**src/rtl/ddr2dbuf_ex_if.sv**
```systemverilog
// DDR-to-dbuf loader bus: config, two DDR beat streams, dbuf write port.
// slave is the loader side, master the scheduler/DDR/test side.
interface ddr2dbuf_ex_if #(
  parameter int DATA_W    = 16,
  parameter int BATCH     = 4,
  parameter int PE_NUM    = 32,
  parameter int BUF_DEPTH = 256,
  parameter int CNT_W     = 8
);
  localparam int DDR_W  = DATA_W * BATCH;
  localparam int ADDR_W = $clog2(BUF_DEPTH);

  logic              conf_valid;
  logic              conf_ready;
  logic [1:0]        conf_mode;
  logic [CNT_W-1:0]  conf_ch_num;
  logic [CNT_W-1:0]  conf_row_num;
  logic [CNT_W-1:0]  conf_pix_num;
  logic [ADDR_W-1:0] conf_base;
  logic [ADDR_W-1:0] conf_ch_stride;
  logic [ADDR_W-1:0] conf_row_stride;
  logic [PE_NUM-1:0] conf_mask;

  logic [DDR_W-1:0]  ddr1_data;
  logic              ddr1_valid;
  logic              ddr1_ready;
  logic [DDR_W-1:0]  ddr2_data;
  logic              ddr2_valid;
  logic              ddr2_ready;

  logic [DDR_W-1:0]  dbuf_wr_data;
  logic [ADDR_W-1:0] dbuf_wr_addr;
  logic [PE_NUM-1:0] dbuf_wr_en;

  modport slave (
    input  conf_valid, conf_mode,
    input  conf_ch_num, conf_row_num, conf_pix_num,
    input  conf_base, conf_ch_stride, conf_row_stride,
    input  conf_mask,
    input  ddr1_data, ddr1_valid,
    input  ddr2_data, ddr2_valid,
    output conf_ready, ddr1_ready, ddr2_ready,
    output dbuf_wr_data, dbuf_wr_addr, dbuf_wr_en
  );

  modport master (
    output conf_valid, conf_mode,
    output conf_ch_num, conf_row_num, conf_pix_num,
    output conf_base, conf_ch_stride, conf_row_stride,
    output conf_mask,
    output ddr1_data, ddr1_valid,
    output ddr2_data, ddr2_valid,
    input  conf_ready, ddr1_ready, ddr2_ready,
    input  dbuf_wr_data, dbuf_wr_addr, dbuf_wr_en
  );
endinterface

```
**src/rtl/ddr2dbuf_ex.sv**
```systemverilog
// DDR beat stream(s) to per-PE data buffer loader.
// FC / CONV / DEPOOL layouts with incremental address generation.
module ddr2dbuf_ex #(
  parameter int DATA_W    = 16,
  parameter int BATCH     = 4,
  parameter int PE_NUM    = 32,
  parameter int BUF_DEPTH = 256,
  parameter int CNT_W     = 8,
  localparam int DDR_W    = DATA_W * BATCH,
  localparam int ADDR_W   = $clog2(BUF_DEPTH)
) (
  input  logic           clk,
  input  logic           rst,
  ddr2dbuf_ex_if.slave   io
);

  typedef enum logic [1:0] {
    IDLE, RUN, DRAIN
  } state_e;

  localparam logic [1:0] M_FC     = 2'd0;
  localparam logic [1:0] M_CONV   = 2'd1;
  localparam logic [1:0] M_DEPOOL = 2'd2;
  localparam logic [1:0] M_NOP    = 2'd3;

  state_e            state_q, state_d;
  logic              nop_q, nop_d;
  logic [1:0]        mode_q, mode_d;
  logic [CNT_W-1:0]  ch_num_q, ch_num_d;
  logic [CNT_W-1:0]  pix_num_q, pix_num_d;
  logic [CNT_W-1:0]  row_num_q, row_num_d;
  logic [ADDR_W-1:0] base_q, base_d;
  logic [ADDR_W-1:0] ch_str_q, ch_str_d;
  logic [ADDR_W-1:0] row_str_q, row_str_d;
  logic [PE_NUM-1:0] mask_q, mask_d;

  logic [CNT_W-1:0]  ch_q, ch_d;
  logic [CNT_W-1:0]  pix_q, pix_d;
  logic [CNT_W-1:0]  row_q, row_d;
  logic [ADDR_W-1:0] ch_off_q, ch_off_d;
  logic [ADDR_W-1:0] row_off_q, row_off_d;

  logic [PE_NUM-1:0] wr_en_q, wr_en_d;
  logic [ADDR_W-1:0] wr_addr_q, wr_addr_d;
  logic [DDR_W-1:0]  wr_data_q, wr_data_d;

  logic              is_run, is_dp, fire;
  logic              ch_last, pix_last, row_last, layer_last;
  logic [ADDR_W-1:0] ch_step, pix_half, addr_cur;
  logic [3:0]        unit_sel;
  logic [PE_NUM-1:0] en_cur;
  logic [DDR_W-1:0]  keep_data, data_cur;
  logic              unused_keep_hi;

  assign is_run = (state_q == RUN);
  assign is_dp  = (mode_q == M_DEPOOL);

  // DEPOOL pairs one beat of each stream; each ready waits on the other valid.
  assign io.conf_ready = (state_q == IDLE);
  assign io.ddr1_ready = is_run && (!is_dp || io.ddr2_valid);
  assign io.ddr2_ready = is_run && is_dp && io.ddr1_valid;
  assign fire          = io.ddr1_valid && io.ddr1_ready;

  assign io.dbuf_wr_en   = wr_en_q;
  assign io.dbuf_wr_addr = wr_addr_q;
  assign io.dbuf_wr_data = wr_data_q;

  assign unused_keep_hi = ^io.ddr2_data[DDR_W-1:BATCH];

  assign ch_last    = (ch_q == ch_num_q);
  assign pix_last   = (pix_q == pix_num_q);
  assign row_last   = (row_q == row_num_q);
  assign layer_last = ch_last &&
                      ((mode_q == M_FC) || (pix_last && row_last));

  assign ch_step  = (mode_q == M_FC) ? ADDR_W'(1) : ch_str_q;
  assign pix_half = ADDR_W'(pix_q >> 1);
  assign addr_cur = base_q + ch_off_q + row_off_q + pix_half;

  assign unit_sel = 4'b0001 << {row_q[0], pix_q[0]};
  assign en_cur   = (mode_q == M_CONV)
                  ? (mask_q & {(PE_NUM/4){unit_sel}})
                  : mask_q;

  always_comb begin
    keep_data = '0;
    for (int i = 0; i < BATCH; i++) begin
      if (io.ddr2_data[i])
        keep_data[i*DATA_W +: DATA_W] = io.ddr1_data[i*DATA_W +: DATA_W];
    end
  end

  assign data_cur = is_dp ? keep_data : io.ddr1_data;

  always_comb begin
    state_d   = state_q;
    nop_d     = nop_q;
    mode_d    = mode_q;
    ch_num_d  = ch_num_q;
    pix_num_d = pix_num_q;
    row_num_d = row_num_q;
    base_d    = base_q;
    ch_str_d  = ch_str_q;
    row_str_d = row_str_q;
    mask_d    = mask_q;
    ch_d      = ch_q;
    pix_d     = pix_q;
    row_d     = row_q;
    ch_off_d  = ch_off_q;
    row_off_d = row_off_q;
    wr_en_d   = '0;
    wr_addr_d = wr_addr_q;
    wr_data_d = wr_data_q;
    unique case (state_q)
      IDLE: begin
        if (io.conf_valid) begin
          mode_d    = io.conf_mode;
          ch_num_d  = io.conf_ch_num;
          pix_num_d = io.conf_pix_num;
          row_num_d = io.conf_row_num;
          base_d    = io.conf_base;
          ch_str_d  = io.conf_ch_stride;
          row_str_d = io.conf_row_stride;
          mask_d    = io.conf_mask;
          ch_d      = '0;
          pix_d     = '0;
          row_d     = '0;
          ch_off_d  = '0;
          row_off_d = '0;
          // NOP holds DRAIN one extra cycle: a 2-cycle busy pulse.
          if (io.conf_mode == M_NOP) begin
            state_d = DRAIN;
            nop_d   = 1'b1;
          end else begin
            state_d = RUN;
          end
        end
      end
      RUN: begin
        if (fire) begin
          wr_en_d   = en_cur;
          wr_addr_d = addr_cur;
          wr_data_d = data_cur;
          if (!ch_last) begin
            ch_d     = ch_q + 1'b1;
            ch_off_d = ch_off_q + ch_step;
          end else begin
            ch_d     = '0;
            ch_off_d = '0;
            if (!pix_last) begin
              pix_d = pix_q + 1'b1;
            end else begin
              pix_d = '0;
              row_d = row_q + 1'b1;
              // row>>1 steps up only when leaving an odd row
              if (row_q[0])
                row_off_d = row_off_q + row_str_q;
            end
          end
          if (layer_last)
            state_d = DRAIN;
        end
      end
      DRAIN: begin
        if (nop_q)
          nop_d = 1'b0;
        else
          state_d = IDLE;
      end
      default: state_d = IDLE;
    endcase
  end

  always_ff @(posedge clk or negedge rst) begin
    if (!rst) begin
      state_q   <= IDLE;
      nop_q     <= 1'b0;
      mode_q    <= M_FC;
      ch_num_q  <= '0;
      pix_num_q <= '0;
      row_num_q <= '0;
      base_q    <= '0;
      ch_str_q  <= '0;
      row_str_q <= '0;
      mask_q    <= '0;
      ch_q      <= '0;
      pix_q     <= '0;
      row_q     <= '0;
      ch_off_q  <= '0;
      row_off_q <= '0;
      wr_en_q   <= '0;
      wr_addr_q <= '0;
      wr_data_q <= '0;
    end else begin
      state_q   <= state_d;
      nop_q     <= nop_d;
      mode_q    <= mode_d;
      ch_num_q  <= ch_num_d;
      pix_num_q <= pix_num_d;
      row_num_q <= row_num_d;
      base_q    <= base_d;
      ch_str_q  <= ch_str_d;
      row_str_q <= row_str_d;
      mask_q    <= mask_d;
      ch_q      <= ch_d;
      pix_q     <= pix_d;
      row_q     <= row_d;
      ch_off_q  <= ch_off_d;
      row_off_q <= row_off_d;
      wr_en_q   <= wr_en_d;
      wr_addr_q <= wr_addr_d;
      wr_data_q <= wr_data_d;
    end
  end

endmodule

```
**src/flat_wrapper.sv**
```systemverilog
// flat-port wrapper written by rule: the top's interface ports become plain ports
module ddr2dbuf_ex_flat 
#(
  parameter int DATA_W    = 16,
  parameter int BATCH     = 4,
  parameter int PE_NUM    = 32,
  parameter int BUF_DEPTH = 256,
  parameter int CNT_W     = 8,
  localparam int DDR_W    = DATA_W * BATCH,
  localparam int ADDR_W   = $clog2(BUF_DEPTH)
)
  (clk, rst, io_conf_valid, io_conf_mode, io_conf_ch_num, io_conf_row_num, io_conf_pix_num, io_conf_base, io_conf_ch_stride, io_conf_row_stride, io_conf_mask, io_ddr1_data, io_ddr1_valid, io_ddr2_data, io_ddr2_valid, io_conf_ready, io_ddr1_ready, io_ddr2_ready, io_dbuf_wr_data, io_dbuf_wr_addr, io_dbuf_wr_en);
  ddr2dbuf_ex_if #(.DATA_W(DATA_W), .BATCH(BATCH), .PE_NUM(PE_NUM), .BUF_DEPTH(BUF_DEPTH), .CNT_W(CNT_W)) io_i ();
  input  logic clk;
  input  logic rst;
  input wire logic [$bits(io_i.conf_valid)-1:0] io_conf_valid;
  input wire logic [$bits(io_i.conf_mode)-1:0] io_conf_mode;
  input wire logic [$bits(io_i.conf_ch_num)-1:0] io_conf_ch_num;
  input wire logic [$bits(io_i.conf_row_num)-1:0] io_conf_row_num;
  input wire logic [$bits(io_i.conf_pix_num)-1:0] io_conf_pix_num;
  input wire logic [$bits(io_i.conf_base)-1:0] io_conf_base;
  input wire logic [$bits(io_i.conf_ch_stride)-1:0] io_conf_ch_stride;
  input wire logic [$bits(io_i.conf_row_stride)-1:0] io_conf_row_stride;
  input wire logic [$bits(io_i.conf_mask)-1:0] io_conf_mask;
  input wire logic [$bits(io_i.ddr1_data)-1:0] io_ddr1_data;
  input wire logic [$bits(io_i.ddr1_valid)-1:0] io_ddr1_valid;
  input wire logic [$bits(io_i.ddr2_data)-1:0] io_ddr2_data;
  input wire logic [$bits(io_i.ddr2_valid)-1:0] io_ddr2_valid;
  output wire logic [$bits(io_i.conf_ready)-1:0] io_conf_ready;
  output wire logic [$bits(io_i.ddr1_ready)-1:0] io_ddr1_ready;
  output wire logic [$bits(io_i.ddr2_ready)-1:0] io_ddr2_ready;
  output wire logic [$bits(io_i.dbuf_wr_data)-1:0] io_dbuf_wr_data;
  output wire logic [$bits(io_i.dbuf_wr_addr)-1:0] io_dbuf_wr_addr;
  output wire logic [$bits(io_i.dbuf_wr_en)-1:0] io_dbuf_wr_en;
  assign io_i.conf_valid = io_conf_valid;
  assign io_i.conf_mode = io_conf_mode;
  assign io_i.conf_ch_num = io_conf_ch_num;
  assign io_i.conf_row_num = io_conf_row_num;
  assign io_i.conf_pix_num = io_conf_pix_num;
  assign io_i.conf_base = io_conf_base;
  assign io_i.conf_ch_stride = io_conf_ch_stride;
  assign io_i.conf_row_stride = io_conf_row_stride;
  assign io_i.conf_mask = io_conf_mask;
  assign io_i.ddr1_data = io_ddr1_data;
  assign io_i.ddr1_valid = io_ddr1_valid;
  assign io_i.ddr2_data = io_ddr2_data;
  assign io_i.ddr2_valid = io_ddr2_valid;
  assign io_conf_ready = io_i.conf_ready;
  assign io_ddr1_ready = io_i.ddr1_ready;
  assign io_ddr2_ready = io_i.ddr2_ready;
  assign io_dbuf_wr_data = io_i.dbuf_wr_data;
  assign io_dbuf_wr_addr = io_i.dbuf_wr_addr;
  assign io_dbuf_wr_en = io_i.dbuf_wr_en;
  ddr2dbuf_ex #(.DATA_W(DATA_W), .BATCH(BATCH), .PE_NUM(PE_NUM), .BUF_DEPTH(BUF_DEPTH), .CNT_W(CNT_W)) u_core (.clk(clk), .rst(rst), .io(io_i));
endmodule
```
**config.mk**
```make
export PLATFORM = sky130hd
export DESIGN_NAME = ddr2dbuf_ex_flat
export DESIGN_NICKNAME = d
export VERILOG_FILES = /design/src/rtl/ddr2dbuf_ex_if.sv /design/src/rtl/ddr2dbuf_ex.sv /design/src/flat_wrapper.sv
export SDC_FILE = /design/constraint.sdc
export NUM_CORES = 1
export LEC_CHECK = 0
export ABC_AREA = 1
export CAP_MARGIN = 20
export CORE_ASPECT_RATIO = 0.5
export CORE_MARGIN = 4
export CORE_UTILIZATION = 64
export DETAILED_ROUTE_END_ITERATION = 12
export DONT_BUFFER_PORTS = 1
export PLACE_DENSITY = 0.81
export SKIP_CTS_REPAIR_TIMING = 1
export SLEW_MARGIN = 30
export SYNTH_ARGS = -nofsm -noshare
export SYNTH_HDL_FRONTEND = slang
export SYNTH_SLANG_ARGS = --single-unit
```
**constraint.sdc**
```tcl
create_clock -name clk -period 3 [get_ports clk]
set_input_delay 0.6 -clock clk [delete_from_list [all_inputs] [get_ports clk]]
set_output_delay 0.6 -clock clk [all_outputs]
set_load 0.01 [all_outputs]
```
==> out/summary.txt <==
IO Pins: 322
Final period utilization: 93.81%
Root Buffer: clkbuf_16
Int Pwr: 7.448 mW
Pwr/cell area: 1058 nW/µm²
Diodes inserted: 0
Leak Pwr: 6.259 nW
Synthesis-to-layout area growth: 7.823%
RR Endpoint: u_core.io.dbuf_wr_addr[7]
Max Slew Vio Count: 0
Synth unique cells: 40
Die Y: 100.8 µm
RSZ-0062 raised after global routing: no
Warnings from Yosys: 0
Worst-Skew Late Latency: 0.50 ns
Sw power: 5.124 mW
Hold Slack: -0.2131 ns
Worst Path Required: 3.39 ns
Layout Nets: 1,580
First-pass GRT wire length: 42.74 mm
Mapped Cells: 1,338
Row count: 33
Combinational share of power: 35.7%
Worst Setup EP: u_core.io.dbuf_wr_addr[7]
Final wirelength: 26.60 mm
Die X: 193.6 µm
Rel. slew slack: 39.34%
Clock Pin Slew Worst Setup and Hold Paths: 0.07 ns
Routed len/inst: 16.99 µm
Net Sw Frac: 40.75%
Crit path from: u_core.row_off_q[1]
GRT Residual Overflow: 0
FF-to-FF path depth: 13
Reg2Reg Setup Slack: 0.19 ns
Syn Nets: 1,593
H-tree depth: 1
DR DRC count: 0
Final min period: 2.814 ns
GRT Total Usage: 27.15%
RR Startpoint: u_core.row_off_q[1]
Via/cell ratio: 5.456
CP max FO: 3
Max IR drop VDD: 508.4 µV
Share of layout cells above drive strength 1: 6.497%
Least-Margin Pin Slew: 0.9099 ns
Min-Delay Path Class: in2async
Placed cells: 1,529
Fmax: 355.3 MHz
Layout Skew: 0.01225 ns
Failing checks: negative hold slack
Fin. Hold Viols: 229
CTS buffer count: 20
GPL Wtd Cong: 0.9112
Post-route ant nets: 0
Finished Layout Cells: 1,566
Setup TNS: 0 ns
Worst setup SP type: flip-flop
Critical path arrival: 3.20 ns
CTS Buffer Depth: 3
Via count of the first global-routing pass: 8,279
CTS tree: yes
Power, Total: 12.57 mW
Vias: 8,544
DRT iter0 DRCs: 694
Cell Area, Synth: 11,020 µm²
Outcome: complete, but fails checks
Drt pass-1 iters: 5
Critical Path End Type: flip-flop
Initial antenna violation count: 0
Pin count of the biggest net entering global routing: 230
Avg Inst Size Synth: 8.236 µm²
Detailed placer's ending HPWL: 18.97 mm
Flop pwr share: 42.5%
Max Cap Viol: 0
Core Footprint: 16,640 µm²
I/O Buffers: 0
Register area share after synthesis: 52.00%
Setup Viol. Count Final: 0
Register bit total from synthesis: 229
Clock Power Share: 21.8%
Critical setup path kind: reg2reg
CTS Sinks: 229
Die area: 19,510 µm²
Initial Util: 66.22%
==> how the worst min path moves through the flow <==
stage,from,to,slack (ns),depth (start not counted)
floorplan,rst,u_core.base_q[0],0.30,0
global placement,rst,u_core.row_str_q[4],0.31,0
detailed placement,rst,u_core.row_str_q[5],0.31,0
CTS,rst,u_core.row_str_q[5],-0.22,0
global route,rst,u_core.row_str_q[5],-0.23,0
finish,rst,u_core.row_str_q[5],-0.21,0
==> sequential cells by signal, summed over array words and instances, names as in the netlist <==
name,count
u_core.ch_num_q,8
u_core.io.dbuf_wr_data,64
u_core.pix_q,8
u_core.nop_q,1
u_core.io.dbuf_wr_addr,8
u_core.state_q,2
u_core.row_q,8
u_core.ch_off_q,8
u_core.base_q,8
u_core.row_num_q,8
u_core.ch_str_q,8
u_core.io.dbuf_wr_en,32
u_core.pix_num_q,8
u_core.mode_q,2
u_core.row_off_q,8
u_core.mask_q,32
u_core.row_str_q,8
u_core.ch_q,8
==> worst max-delay path: stages, from the launching register on <==
cell and delay, ns:
dfrtp_1 0.35, inv_1 0.06, fa_1 0.52, inv_1 0.05, fa_1 0.48, ha_2 0.21, inv_1 0.07, fa_1 0.47
inv_1 0.07, nand2_1 0.05, o211ai_1 0.10, nand3_1 0.11, nand3_1 0.09, nand2_1 0.06
==> power by group through the flow <==
stage	Clock [mW]	Sequential (mW)	Combinational (mW)
6_report	2.75	5.34	4.48
5_1_grt	2.93	5.48	5.18
4_1_cts	2.79	5.35	4.46
3_5_place_dp	0	5.39	4.42
3_3_place_gp	0	5.35	4.22
2_1_floorplan	0	5.09	3.54
==> synth_stat cells <==
cell | count | area share [%]
nor2_4 | 4 | 0.41
nand4_1 | 14 | 0.79
and2_4 | 1 | 0.079
inv_2 | 8 | 0.27
buf_2 | 22 | 1.0
nor3_1 | 3 | 0.14
nand2_2 | 6 | 0.34
nor3b_1 | 2 | 0.14
clkinv_1 | 1 | 0.034
nand3_2 | 1 | 0.091
a21oi_4 | 1 | 0.15
nor2_1 | 76 | 2.6
o21a_1 | 1 | 0.068
nand2_4 | 5 | 0.51
xnor2_1 | 17 | 1.4
clkbuf_1 | 21 | 0.72
xor2_1 | 9 | 0.72
nor2_2 | 5 | 0.28
fa_1 | 16 | 2.9
a31oi_1 | 1 | 0.057
o21ai_0 | 104 | 4.7
nand3b_1 | 4 | 0.27
nand3_4 | 1 | 0.16
buf_8 | 1 | 0.14
buf_4 | 2 | 0.14
ha_1 | 24 | 2.7
o211ai_1 | 2 | 0.14
o21ai_1 | 16 | 0.73
dfrtp_1 | 229 | 52
inv_4 | 1 | 0.057
a21o_1 | 1 | 0.068
or2_2 | 5 | 0.28
a21boi_1 | 1 | 0.068
inv_1 | 108 | 3.7
nand3_1 | 32 | 1.5
buf_6 | 2 | 0.20
nand2_8 | 1 | 0.18
nor4_1 | 1 | 0.057
a21oi_1 | 20 | 0.91
nand2_1 | 569 | 19
==> final cells by class <==
class / count / area (µm²)
multi-input cells: 943 / 4609
clock inverters: 6 / 80.08
well taps: 227 / 284.0
flip-flops and latches: 229 / 5731
clock buffers: 30 / 619.3
fillers: 1249 / 4758
repair buffers: 13 / 110.1
inverters: 118 / 447.9
==> kinds of logic after synthesis <==
| logic type | Yosys count | share of synthesized area [%] |
|---|---|---|
| adders and majority gates | 40 | 5.632 |
| DFF | 229 | 52.00 |
| buffers and inverters | 166 | 6.234 |
| xor gates and xnor gates | 26 | 2.067 |
| AOI/OAI and AO/OA | 147 | 6.904 |
| and+or+nand+nor | 730 | 27.16 |
==> through the flow <==
step / cell area (µm²) / util, % / setup WS (ns)
after floorplan: 11020 / - / 0.2922
after global placement: 11170 / 67.13 / 0.1551
after detailed placement: 11170 / 67.14 / 0.09512
after CTS: 11870 / 71.34 / 0.1067
after global routing: 11880 / 71.40 / 0.004450
final: 11880 / 71.40 / 0.1856
==> cell usage in the layout (no fill, tap or decap), types with 20 or more instances in the layout <==
cell and count:
nand3_1 32, nand2_1 569, ha_1 23, clkbuf_16 21, o21ai_0 103, inv_1 108
dfrtp_1 229, nor2_1 76, a21oi_1 20
==> routing by layer <==
layer | wire, µm | part of all wire, % | GRT usage (%)
met4 | 527 | 2.0 | 5.492
met5 | 0 | 0 | 0
met1 | 10830 | 41 | 36.12
met3 | 2879 | 11 | 9.917
met2 | 12360 | 46 | 44.00
Note: power is estimated with default switching activity, not from simulation.
